[config.mk]
export PLATFORM = sky130hd
export DESIGN_NAME = pe2ddr_sched
export DESIGN_NICKNAME = d
export VERILOG_FILES = /design/src/rtl/pe2ddr_sched.sv
export SDC_FILE = /design/constraint.sdc
export NUM_CORES = 1
export LEC_CHECK = 0
export CORE_MARGIN = 2
export CORE_UTILIZATION = 55
export CTS_BUF_LIST = sky130_fd_sc_hd__clkbuf_4 sky130_fd_sc_hd__clkbuf_8
export DETAILED_ROUTE_END_ITERATION = 16
export GPL_ROUTABILITY_DRIVEN = 1
export PLACE_DENSITY = 0.83
export SETUP_SLACK_MARGIN = 0.05
export SLEW_MARGIN = 0
export SYNTH_ARGS = -nofsm -noshare
export SYNTH_HDL_FRONTEND = slang
export SYNTH_SLANG_ARGS = --single-unit
export TNS_END_PERCENT = 50
[constraint.sdc]
create_clock -name clk -period 4.8 [get_ports clk]
set_input_delay 0.96 -clock clk [delete_from_list [all_inputs] [get_ports clk]]
set_output_delay 0.96 -clock clk [all_outputs]
set_load 0.05 [all_outputs]
[src/rtl/pe2ddr_sched.sv]
// pe2ddr_sched: sequences the PE-to-DDR writeback engine for one layer-output job.
// Ports:
//   clk, rst                       - clock, synchronous active-high reset
//   job_*                          - job descriptor handshake from the layer controller, job_done pulse
//   busy                           - scheduler not idle
//   wb_start/wb_done, wb_*         - writeback engine start/completion and per-transfer configuration
//   ddr2_valid/ddr2_ready          - monitored engine-to-DDR beat handshake
//   cmd_valid/cmd_ready, cmd_*     - DDR write command channel
//   err_beat                       - sticky flag: engine sent more beats than commanded
module pe2ddr_sched #(
    parameter int unsigned ADDR_W     = 32,
    parameter int unsigned BEAT_BYTES = 64,
    parameter int unsigned NUM_W      = 8
) (
    input  logic              clk,
    input  logic              rst,
    input  logic              job_valid,
    output logic              job_ready,
    input  logic [3:0]        job_layer_type,
    input  logic              job_src,
    input  logic [ADDR_W-1:0] job_ddr_base,
    input  logic [NUM_W-1:0]  job_data_num,
    input  logic [NUM_W-1:0]  job_tail_num,
    input  logic [2:0]        job_grp_num,
    output logic              job_done,
    output logic              busy,
    output logic              wb_start,
    input  logic              wb_done,
    output logic [3:0]        wb_layer_type,
    output logic [1:0]        wb_trans_type,
    output logic [NUM_W-1:0]  wb_trans_num,
    output logic [1:0]        wb_grp_sel,
    input  logic              ddr2_valid,
    input  logic              ddr2_ready,
    output logic              cmd_valid,
    input  logic              cmd_ready,
    output logic [ADDR_W-1:0] cmd_addr,
    output logic [NUM_W-1:0]  cmd_len,
    output logic              err_beat
);

    typedef enum logic [2:0] {S_IDLE, S_CMD, S_START, S_RUN, S_NEXT, S_DONE} state_t;

    state_t r_state, w_state_n;

    logic [3:0]        r_layer_type;
    logic              r_src;
    logic [NUM_W-1:0]  r_data_num, r_tail_num;
    logic [2:0]        r_gcnt, r_grp;
    logic              r_phase;
    logic [ADDR_W-1:0] r_cur_addr;
    logic [NUM_W-1:0]  r_beat_cnt;
    logic              r_done_seen;

    logic              r_job_ready, r_job_done, r_busy, r_wb_start, r_cmd_valid, r_err_beat;
    logic [3:0]        r_wb_layer_type;
    logic [1:0]        r_wb_trans_type, r_wb_grp_sel;
    logic [NUM_W-1:0]  r_wb_trans_num, r_cmd_len;
    logic [ADDR_W-1:0] r_cmd_addr;

    logic              w_sel_src, w_sel_phase, w_sel_found;
    logic [3:0]        w_sel_lt;
    logic [NUM_W-1:0]  w_sel_data, w_sel_tail, w_sel_num;
    logic [2:0]        w_sel_gcnt, w_sel_grp, w_job_gcnt;

    logic [NUM_W-1:0]  w_num, w_beat_cnt_n;
    logic [ADDR_W-1:0] w_addr_next;
    logic              w_beat, w_beat_ovf, w_accept, w_load_cfg;

    assign w_num        = r_phase ? r_tail_num : r_data_num;
    assign w_addr_next  = r_cur_addr + (ADDR_W'(w_num) * ADDR_W'(BEAT_BYTES));
    assign w_beat       = ddr2_valid & ddr2_ready;
    assign w_beat_ovf   = w_beat && (r_beat_cnt == w_num);
    assign w_beat_cnt_n = (w_beat && !w_beat_ovf) ? r_beat_cnt + NUM_W'(1) : r_beat_cnt;
    assign w_load_cfg   = (w_state_n == S_CMD) && (r_state != S_CMD);

    // Next non-empty (group, phase): from (0, DATA) on accept, from just past the current phase in NEXT
    always_comb begin
        w_job_gcnt = 3'd1;
        if (job_layer_type[0] && !job_src) begin
            if (job_grp_num == 3'd0)      w_job_gcnt = 3'd1;
            else if (job_grp_num > 3'd4)  w_job_gcnt = 3'd4;
            else                          w_job_gcnt = job_grp_num;
        end
        if (r_state == S_IDLE) begin
            w_sel_src   = job_src;
            w_sel_lt    = job_layer_type;
            w_sel_data  = job_data_num;
            w_sel_tail  = job_tail_num;
            w_sel_gcnt  = w_job_gcnt;
            w_sel_grp   = 3'd0;
            w_sel_phase = 1'b0;
        end else begin
            w_sel_src   = r_src;
            w_sel_lt    = r_layer_type;
            w_sel_data  = r_data_num;
            w_sel_tail  = r_tail_num;
            w_sel_gcnt  = r_gcnt;
            w_sel_grp   = r_phase ? r_grp + 3'd1 : r_grp;
            w_sel_phase = ~r_phase;
        end
        if (w_sel_phase && (w_sel_tail == '0)) begin
            w_sel_grp   = w_sel_grp + 3'd1;
            w_sel_phase = 1'b0;
        end
        if (!w_sel_phase && (w_sel_data == '0)) begin
            w_sel_phase = 1'b1;
        end
        w_sel_num   = w_sel_phase ? w_sel_tail : w_sel_data;
        w_sel_found = (w_sel_grp < w_sel_gcnt) && (w_sel_num != '0);
    end

    // State register
    always_ff @(posedge clk) begin
        if (rst) r_state <= S_IDLE;
        else     r_state <= w_state_n;
    end

    // Next-state logic
    always_comb begin
        w_state_n = r_state;
        w_accept  = 1'b0;
        case (r_state)
            S_IDLE: begin
                if (job_valid) begin
                    w_accept  = 1'b1;
                    w_state_n = w_sel_found ? S_CMD : S_DONE;
                end
            end
            S_CMD:   if (cmd_ready) w_state_n = S_START;
            S_START: w_state_n = S_RUN;
            S_RUN: begin
                // completion and final beat may arrive in either order or together
                if ((r_done_seen || wb_done) && (w_beat_cnt_n == w_num)) w_state_n = S_NEXT;
            end
            S_NEXT:  w_state_n = w_sel_found ? S_CMD : S_DONE;
            S_DONE:  w_state_n = S_IDLE;
            default: w_state_n = S_IDLE;
        endcase
    end

    // Job fields, transfer configuration and beat tracking
    always_ff @(posedge clk) begin
        if (rst) begin
            r_layer_type    <= '0;
            r_src           <= 1'b0;
            r_data_num      <= '0;
            r_tail_num      <= '0;
            r_gcnt          <= 3'd1;
            r_grp           <= '0;
            r_phase         <= 1'b0;
            r_cur_addr      <= '0;
            r_beat_cnt      <= '0;
            r_done_seen     <= 1'b0;
            r_err_beat      <= 1'b0;
            r_cmd_addr      <= '0;
            r_cmd_len       <= '0;
            r_wb_layer_type <= '0;
            r_wb_trans_type <= '0;
            r_wb_trans_num  <= '0;
            r_wb_grp_sel    <= '0;
        end else begin
            if (w_accept) begin
                r_layer_type <= job_layer_type;
                r_src        <= job_src;
                r_data_num   <= job_data_num;
                r_tail_num   <= job_tail_num;
                r_gcnt       <= w_job_gcnt;
                r_cur_addr   <= job_ddr_base;
                r_err_beat   <= 1'b0;
            end
            if (r_state == S_NEXT) r_cur_addr <= w_addr_next;
            if (w_load_cfg) begin
                r_grp           <= w_sel_grp;
                r_phase         <= w_sel_phase;
                r_cmd_addr      <= (r_state == S_IDLE) ? job_ddr_base : w_addr_next;
                r_cmd_len       <= w_sel_num;
                r_wb_layer_type <= w_sel_lt;
                r_wb_trans_type <= {w_sel_src, w_sel_phase};
                r_wb_trans_num  <= w_sel_num;
                r_wb_grp_sel    <= w_sel_grp[1:0];
            end
            if (r_state == S_START) begin
                r_beat_cnt  <= w_beat ? NUM_W'(1) : '0;
                r_done_seen <= 1'b0;
            end
            if (r_state == S_RUN) begin
                r_beat_cnt <= w_beat_cnt_n;
                if (wb_done)    r_done_seen <= 1'b1;
                if (w_beat_ovf) r_err_beat  <= 1'b1;
            end
        end
    end

    // State-derived outputs registered from the next state
    always_ff @(posedge clk) begin
        if (rst) begin
            r_job_ready <= 1'b1;
            r_busy      <= 1'b0;
            r_job_done  <= 1'b0;
            r_wb_start  <= 1'b0;
            r_cmd_valid <= 1'b0;
        end else begin
            r_job_ready <= (w_state_n == S_IDLE);
            r_busy      <= (w_state_n != S_IDLE);
            r_job_done  <= (w_state_n == S_DONE);
            r_wb_start  <= (w_state_n == S_START);
            r_cmd_valid <= (w_state_n == S_CMD);
        end
    end

    assign job_ready     = r_job_ready;
    assign busy          = r_busy;
    assign job_done      = r_job_done;
    assign wb_start      = r_wb_start;
    assign cmd_valid     = r_cmd_valid;
    assign err_beat      = r_err_beat;
    assign cmd_addr      = r_cmd_addr;
    assign cmd_len       = r_cmd_len;
    assign wb_layer_type = r_wb_layer_type;
    assign wb_trans_type = r_wb_trans_type;
    assign wb_trans_num  = r_wb_trans_num;
    assign wb_grp_sel    = r_wb_grp_sel;

endmodule
==> flow_metrics.py, run 1 <==
metrics = {
    "job": {
        "cap_violations": 0,
    },
    "power": {
        "switching_share_pct": 47.4,
        "ir_drop_uv": 396,
        "finalPower_uw": 5190,
        "p_clk_share_pct": 17.4,
        "p_per_area_nw_per_um2": 626,
        "p_leak_uw": 0.00303,
        "p_comb_share_pct": 53.3,
        "p_sw_uw": 2460,
        "p_seq_share_pct": 29.3,
        "intPower_uw": 2730,
    },
    "timing": {
        "fin_crit_ps": 3910,
        "max_freq_mhz": 255,
        "hold_violations": 0,
        "slew_viol_final": 0,
        "worst_pin_slew_ps": 884,
        "finalSetupTns_ps": 0,
        "setup_viol": 0,
        "slew_headroom_pct": 41.1,
        "rsz0062_at_grt": "no",
        "timing.final.crit_share_pct": 81.6,
        "skew_ps": 6.72,
    },
    "synth": {
        "yosys.area.top_type": "dfxtp_1",
        "synth_cell_type_count": 65,
        "netlist.area_leader.share_pct": 36.6,
        "synthTopCellsByArea": "dfxtp_1 (37%), nand2_1 (9.1%), a21oi_1 (7.2%)",
        "async_flop_share_pct": 0,
        "synth_most_common_cell": "nand2_1",
        "synth_ff_type": "dfxtp_1",
        "synth_edf_count": 0,
        "synth_cells": 867,
        "syn-num-nets": 944,
        "netlist_top_cells_count": "nand2_1 (163), dfxtp_1 (123), a21oi_1 (97), nor2_1 (81), clkbuf_1 (49)",
        "synth_seq_cells": 123,
        "ys_warn_count": 0,
        "netlist_area_um2": 6730,
        "ys_seq_area_share_pct": 36.6,
        "synth_area_per_cell_um2": 7.77,
    },
    "setup_path": {
        "slowest_delay_ps": 880,
        "path_delay_family": "compound AO/OA/AOI/OAI gates",
        "crit_path_end_kind": "flip-flop",
        "cp_slowest_cell": "dfxtp_1",
        "required_ps": 5170,
        "path_max_fanout": 16,
        "critPathBufInv": 1,
        "critPathKind": "reg -> reg",
        "cp.arrival_ps": 4280,
        "crit_path_frequent_cell": "o211a_1",
        "start_kind": "flip-flop",
        "path_cells": "mux2i_2, inv_1, ha_1, nor2b_1, o21ai_0, a21boi_0, o211a_1, o211a_1, and3_1, nor3_1, o31ai_1",
    },
    "final_layout": {
        "drive_above_1_share_pct": 7.51,
        "fin_util_pct": 69.3,
        "fin_cells": 1106,
        "area_growth_syn_to_layout_pct": 23.1,
        "finalNetCount": 1023,
        "antennaDiodeCount": 0,
    },
    "global_routing": {
        "track_usage_pct": 28.8,
        "gr-total-overflow": 0,
        "grt_pass1_wl_um": 30100,
        "grt_pass1_vias": 6271,
        "grt_max_degree": 57,
        "antenna_found_initial": 0,
    },
    "floorplanning": {
        "start_util_pct": 56.3,
        "die_area_um2": 13100,
        "die_x_um": 115,
        "die_h_um": 115,
        "core_um2": 12000,
        "io_pins": 125,
        "row_count": 40,
    },
    "route": {
        "wl_um": 18900,
        "drt_first_iter_violations": 535,
        "drc": 0,
        "firstDrtPassIters": 5,
        "ant_nets": 0,
        "vias": 6695,
        "via_per_inst": 6.05,
        "wire_per_inst_um": 17.1,
    },
    "cts": {
        "cts_buffers": 17,
        "cts-root-buf": "clkbuf_8",
        "cts_max_path_buffers": 2,
        "cts_setup_buffers": 0,
        "cts_tree": "built",
        "cts.sinks": 123,
        "hold_buffers": 0,
        "clkTransAtPathRegs_ps": 70,
        "clk_latency_ps": 450,
        "cts_resized": 0,
        "htreeDepth": 4,
    },
    "placed_design": {
        "place_hpwl_um": 12800,
        "port_buffers": 124,
        "dpl.cell_count": 1074,
        "gp_congestion": 0.920,
    },
    "outcome": {
        "outcome": "finished, final reports clean",
    },
    "min_path": {
        "hp-class": "reg -> reg",
    },
}
## cell type report
cell class	count	area, um^2
Clock inverter	7	62.6
Inverter	20	75.1
Sequential cell	123	2460
Fill cell	1009	3680
Multi-Input combinational cell	649	3850
Tap cell	147	184
Timing Repair Buffer	135	1320
Clock buffer	25	325
## power by group through the flow
stage	clock [uW]	sequential, uW	combinational [uW]
global placement	0	1530	2700
detailed placement	0	1530	2740
floorplan	0	2030	1470
finish	903	1520	2760
CTS	906	1510	2750
global route	953	1550	2950
## metal layers
metal  GRT usage [%]  share of wire [%]
met1            35.9                 43
met2            46.5                 46
met3            6.35                7.4
met5               0                  0
met4            15.0                3.7
## registers in the layout, indices dropped and copies added, names as in the netlist, 2 cells and up
name / flops
wb_layer_type: 4
cmd_addr: 32
r_beat_cnt: 8
cmd_len: 8
r_grp: 3
r_cur_addr: 32
r_layer_type: 4
r_data_num: 8
r_state: 3
wb_trans_type: 2
r_gcnt: 3
r_tail_num: 8
## cells in the final DEF (no fill, tap or decap), types with 5 or more instances in the layout
cell,n
xor2_1,10
and3_1,6
nand3_1,19
nand4_1,9
mux2_2,6
inv_1,20
nor3_1,11
dfxtp_1,123
clkdlybuf4s50_1,123
nor4_1,10
a211o_1,7
a211oi_1,6
a21oi_1,97
nand2_1,163
clkbuf_8,22
a31oi_1,5
ha_1,13
and2_1,10
buf_4,12
o21ai_0,35
nor2b_1,7
a311oi_1,16
a22oi_1,18
o31ai_1,7
clkinv_2,5
nor2_1,81
mux2i_1,10
xnor2_1,28
## per-stage QoR
stage	instance area [um^2]	worst slack [ps]	hold slack [ps]
finish	8290	885	452
global placement	7900	731	439
floorplan	6730	1220	437
detailed placement	7900	506	444
global route	8290	595	479
CTS	8290	947	454
## path summary, 6_finish.rpt
path	endpoint	start	slack [ps]	cells after the start
min reg2reg	cmd_addr[11]	cmd_addr[11]	450	2
max	cmd_addr[22]	wb_trans_type[0]	890	11
min	cmd_addr[11]	cmd_addr[11]	450	2
max reg2reg	cmd_addr[22]	wb_trans_type[0]	890	11
## kinds of logic (layout without fill, tap and decap cells)
group / Yosys count / count (layout) / synth area share [%]
flops: 123 / 123 / 36.6
fa+ha+maj: 14 / 14 / 2.71
simple gates: 341 / 341 / 22.7
mux: 23 / 23 / 4.57
compound gates: 233 / 233 / 22.1
xor+xnor: 38 / 38 / 4.94
buf+inv: 95 / 187 / 6.37
## worst register-to-register path, delay by kind of cell (launching register included)
kind / cells / cell delay [ps]
AO/OA/AOI/OAI: 5 / 1550
flip-flops: 1 / 880
multiplexers: 1 / 440
AND/OR/NAND/NOR: 3 / 440
adder cells (fa/ha/maj): 1 / 370
buffers and inverters: 1 / 170
Note: power is estimated with default switching activity, not from simulation.
==> run 2: changes to the inputs <==
- clock period: 4.8 -> 3.71 ns (I/O delays scaled with it)
==> flow_metrics.py, run 2 (synthesized netlist as in run 1, its figures left out) <==
metrics = {
    "outcome": {
        "outcome": "finished, final reports clean",
    },
    "timing": {
        "fin_crit_ps": 3320,
        "finalSetupTns_ps": 0,
        "skew_ps": 13.1,
        "slew_headroom_pct": 41.2,
        "slew_viol_final": 0,
        "rsz0062_at_grt": "no",
        "setup_viol": 0,
        "max_freq_mhz": 301,
        "worst_pin_slew_ps": 881,
        "hold_violations": 0,
        "timing.final.crit_share_pct": 89.6,
    },
    "power": {
        "p_seq_share_pct": 28.6,
        "p_comb_share_pct": 54.0,
        "switching_share_pct": 47.1,
        "ir_drop_uv": 497,
        "p_per_area_nw_per_um2": 811,
        "p_sw_uw": 3190,
        "p_clk_share_pct": 17.4,
        "p_leak_uw": 0.00306,
        "intPower_uw": 3580,
    },
    "final_layout": {
        "finalNetCount": 1029,
        "final_common_cell": "nand2_1",
        "multi_input_area_um2": 3850,
        "final_cell_mix": "nand2_1 (163), clkdlybuf4s50_1 (123), dfxtp_1 (122)",
        "fin_cells": 1110,
        "fill_cells": 964,
        "register_area_um2": 2460,
        "drive_above_1_share_pct": 8.00,
        "antennaDiodeCount": 0,
        "area_growth_syn_to_layout_pct": 24.0,
    },
    "route": {
        "ant_nets": 0,
        "via_per_inst": 6.01,
        "wl_um": 18300,
        "firstDrtPassIters": 5,
        "vias": 6674,
        "wire_per_inst_um": 16.5,
        "drc": 0,
        "drt_first_iter_violations": 642,
    },
    "placed_design": {
        "place_hpwl_um": 12300,
        "dpl.cell_count": 1080,
        "gp_congestion": 0.920,
        "port_buffers": 124,
    },
    "cts": {
        "cts_max_path_buffers": 2,
        "clkTransAtPathRegs_ps": 70,
        "cts_buffers": 17,
        "cts_setup_buffers": 0,
        "clk_latency_ps": 460,
        "cts-root-buf": "clkbuf_8",
        "cts_tree": "built",
        "cts.sinks": 123,
        "htreeDepth": 4,
    },
    "global_routing": {
        "grt_pass1_vias": 5965,
        "antenna_found_initial": 0,
        "track_usage_pct": 27.8,
        "grt_util_met3_pct": 5.98,
        "use_met1_pct": 37.2,
        "grt_pass1_wl_um": 29100,
        "gr-total-overflow": 0,
        "grtUsageMet2_pct": 43.5,
        "top_usage_layer": "met2",
        "grt_max_degree": 81,
    },
    "setup_path": {
        "crit_path_end_kind": "flip-flop",
        "path_max_fanout": 9,
        "slowest_delay_ps": 470,
        "cp_slowest_cell": "dfxtp_2",
        "critPathKind": "reg -> reg",
        "required_ps": 4010,
        "cp.arrival_ps": 3620,
        "path_cells": "mux2i_2, inv_1, ha_1, nor2b_1, o21ai_0, a21boi_0, o211a_1, o211a_1, a31oi_1, o21ai_0, a31oi_1",
        "start_kind": "flip-flop",
    },
    "floorplanning": {
        "die_h_um": 115,
        "start_util_pct": 56.3,
        "io_pins": 125,
        "die_x_um": 115,
        "row_count": 40,
        "die_area_um2": 13100,
        "core_um2": 12000,
    },
    "min_path": {
        "hp-class": "reg -> reg",
    },
    "job": {
        "cap_violations": 0,
    },
}
run 2: final timing paths:
| kind | from | to | slack, ps | cells past startpoint |
|---|---|---|---|---|
| worst min-delay path | cmd_addr[11] | cmd_addr[11] | 450 | 2 |
| worst max register to register | wb_trans_type[0] | r_cur_addr[30] | 390 | 11 |
| worst max-delay path | wb_trans_type[0] | r_cur_addr[30] | 390 | 11 |
| worst min register to register | cmd_addr[11] | cmd_addr[11] | 450 | 2 |
run 2: critical path: cells and delay by family (launching register included):
kind | cells | cell delay [ps]
compound gates | 7 | 1570
fa+ha+maj | 1 | 370
buf+inv | 1 | 200
flops | 1 | 470
mux | 1 | 420
simple gates | 1 | 150
run 2: metal layers:
metal	vias to the layer above	part of all wire [%]
met3	41	7.3
met4	0	2.7
met5	-	0
met2	285	46
met1	3136	44
li1	3212	-
run 2: layout make-up:
| class | count | share of cell area [%] |
|---|---|---|
| timing repair buffer | 141 | 16.5 |
| inverter | 20 | 0.899 |
| sequential | 123 | 29.5 |
| tap | 147 | 2.20 |
| clock inverter | 5 | 0.705 |
| multi-input combinational | 649 | 46.2 |
| clock buffer | 25 | 3.97 |
run 2: through the flow:
stage / util, % / setup slack, ps / cell area (um^2) / total power, uW / hold slack [ps]
global route: 69.8 / 55.5 / 8350 / 7120 / 477
CTS: 69.8 / 293 / 8350 / 6760 / 458
floorplan: - / 131 / 6730 / 4530 / 437
detailed placement: 66.5 / 211 / 7960 / 5580 / 447
global placement: 66.5 / 308 / 7960 / 5530 / 443
finish: 69.8 / 387 / 8350 / 6770 / 455
run 2: power groups by stage:
stage / combinational [uW] / sequential, uW / clock (uW)
after floorplan: 1900 / 2630 / 0
after global placement: 3580 / 1950 / 0
after detailed placement: 3630 / 1950 / 0
after CTS: 3640 / 1930 / 1180
after global routing: 3890 / 1980 / 1250
final: 3660 / 1940 / 1180
run 2: timing repair:
item,4_1_cts,5_1_grt
setup endpoints to repair,0,8
hold buffers,0,0
endpoints found under the hold margin,0,0
gates resized for setup,0,1
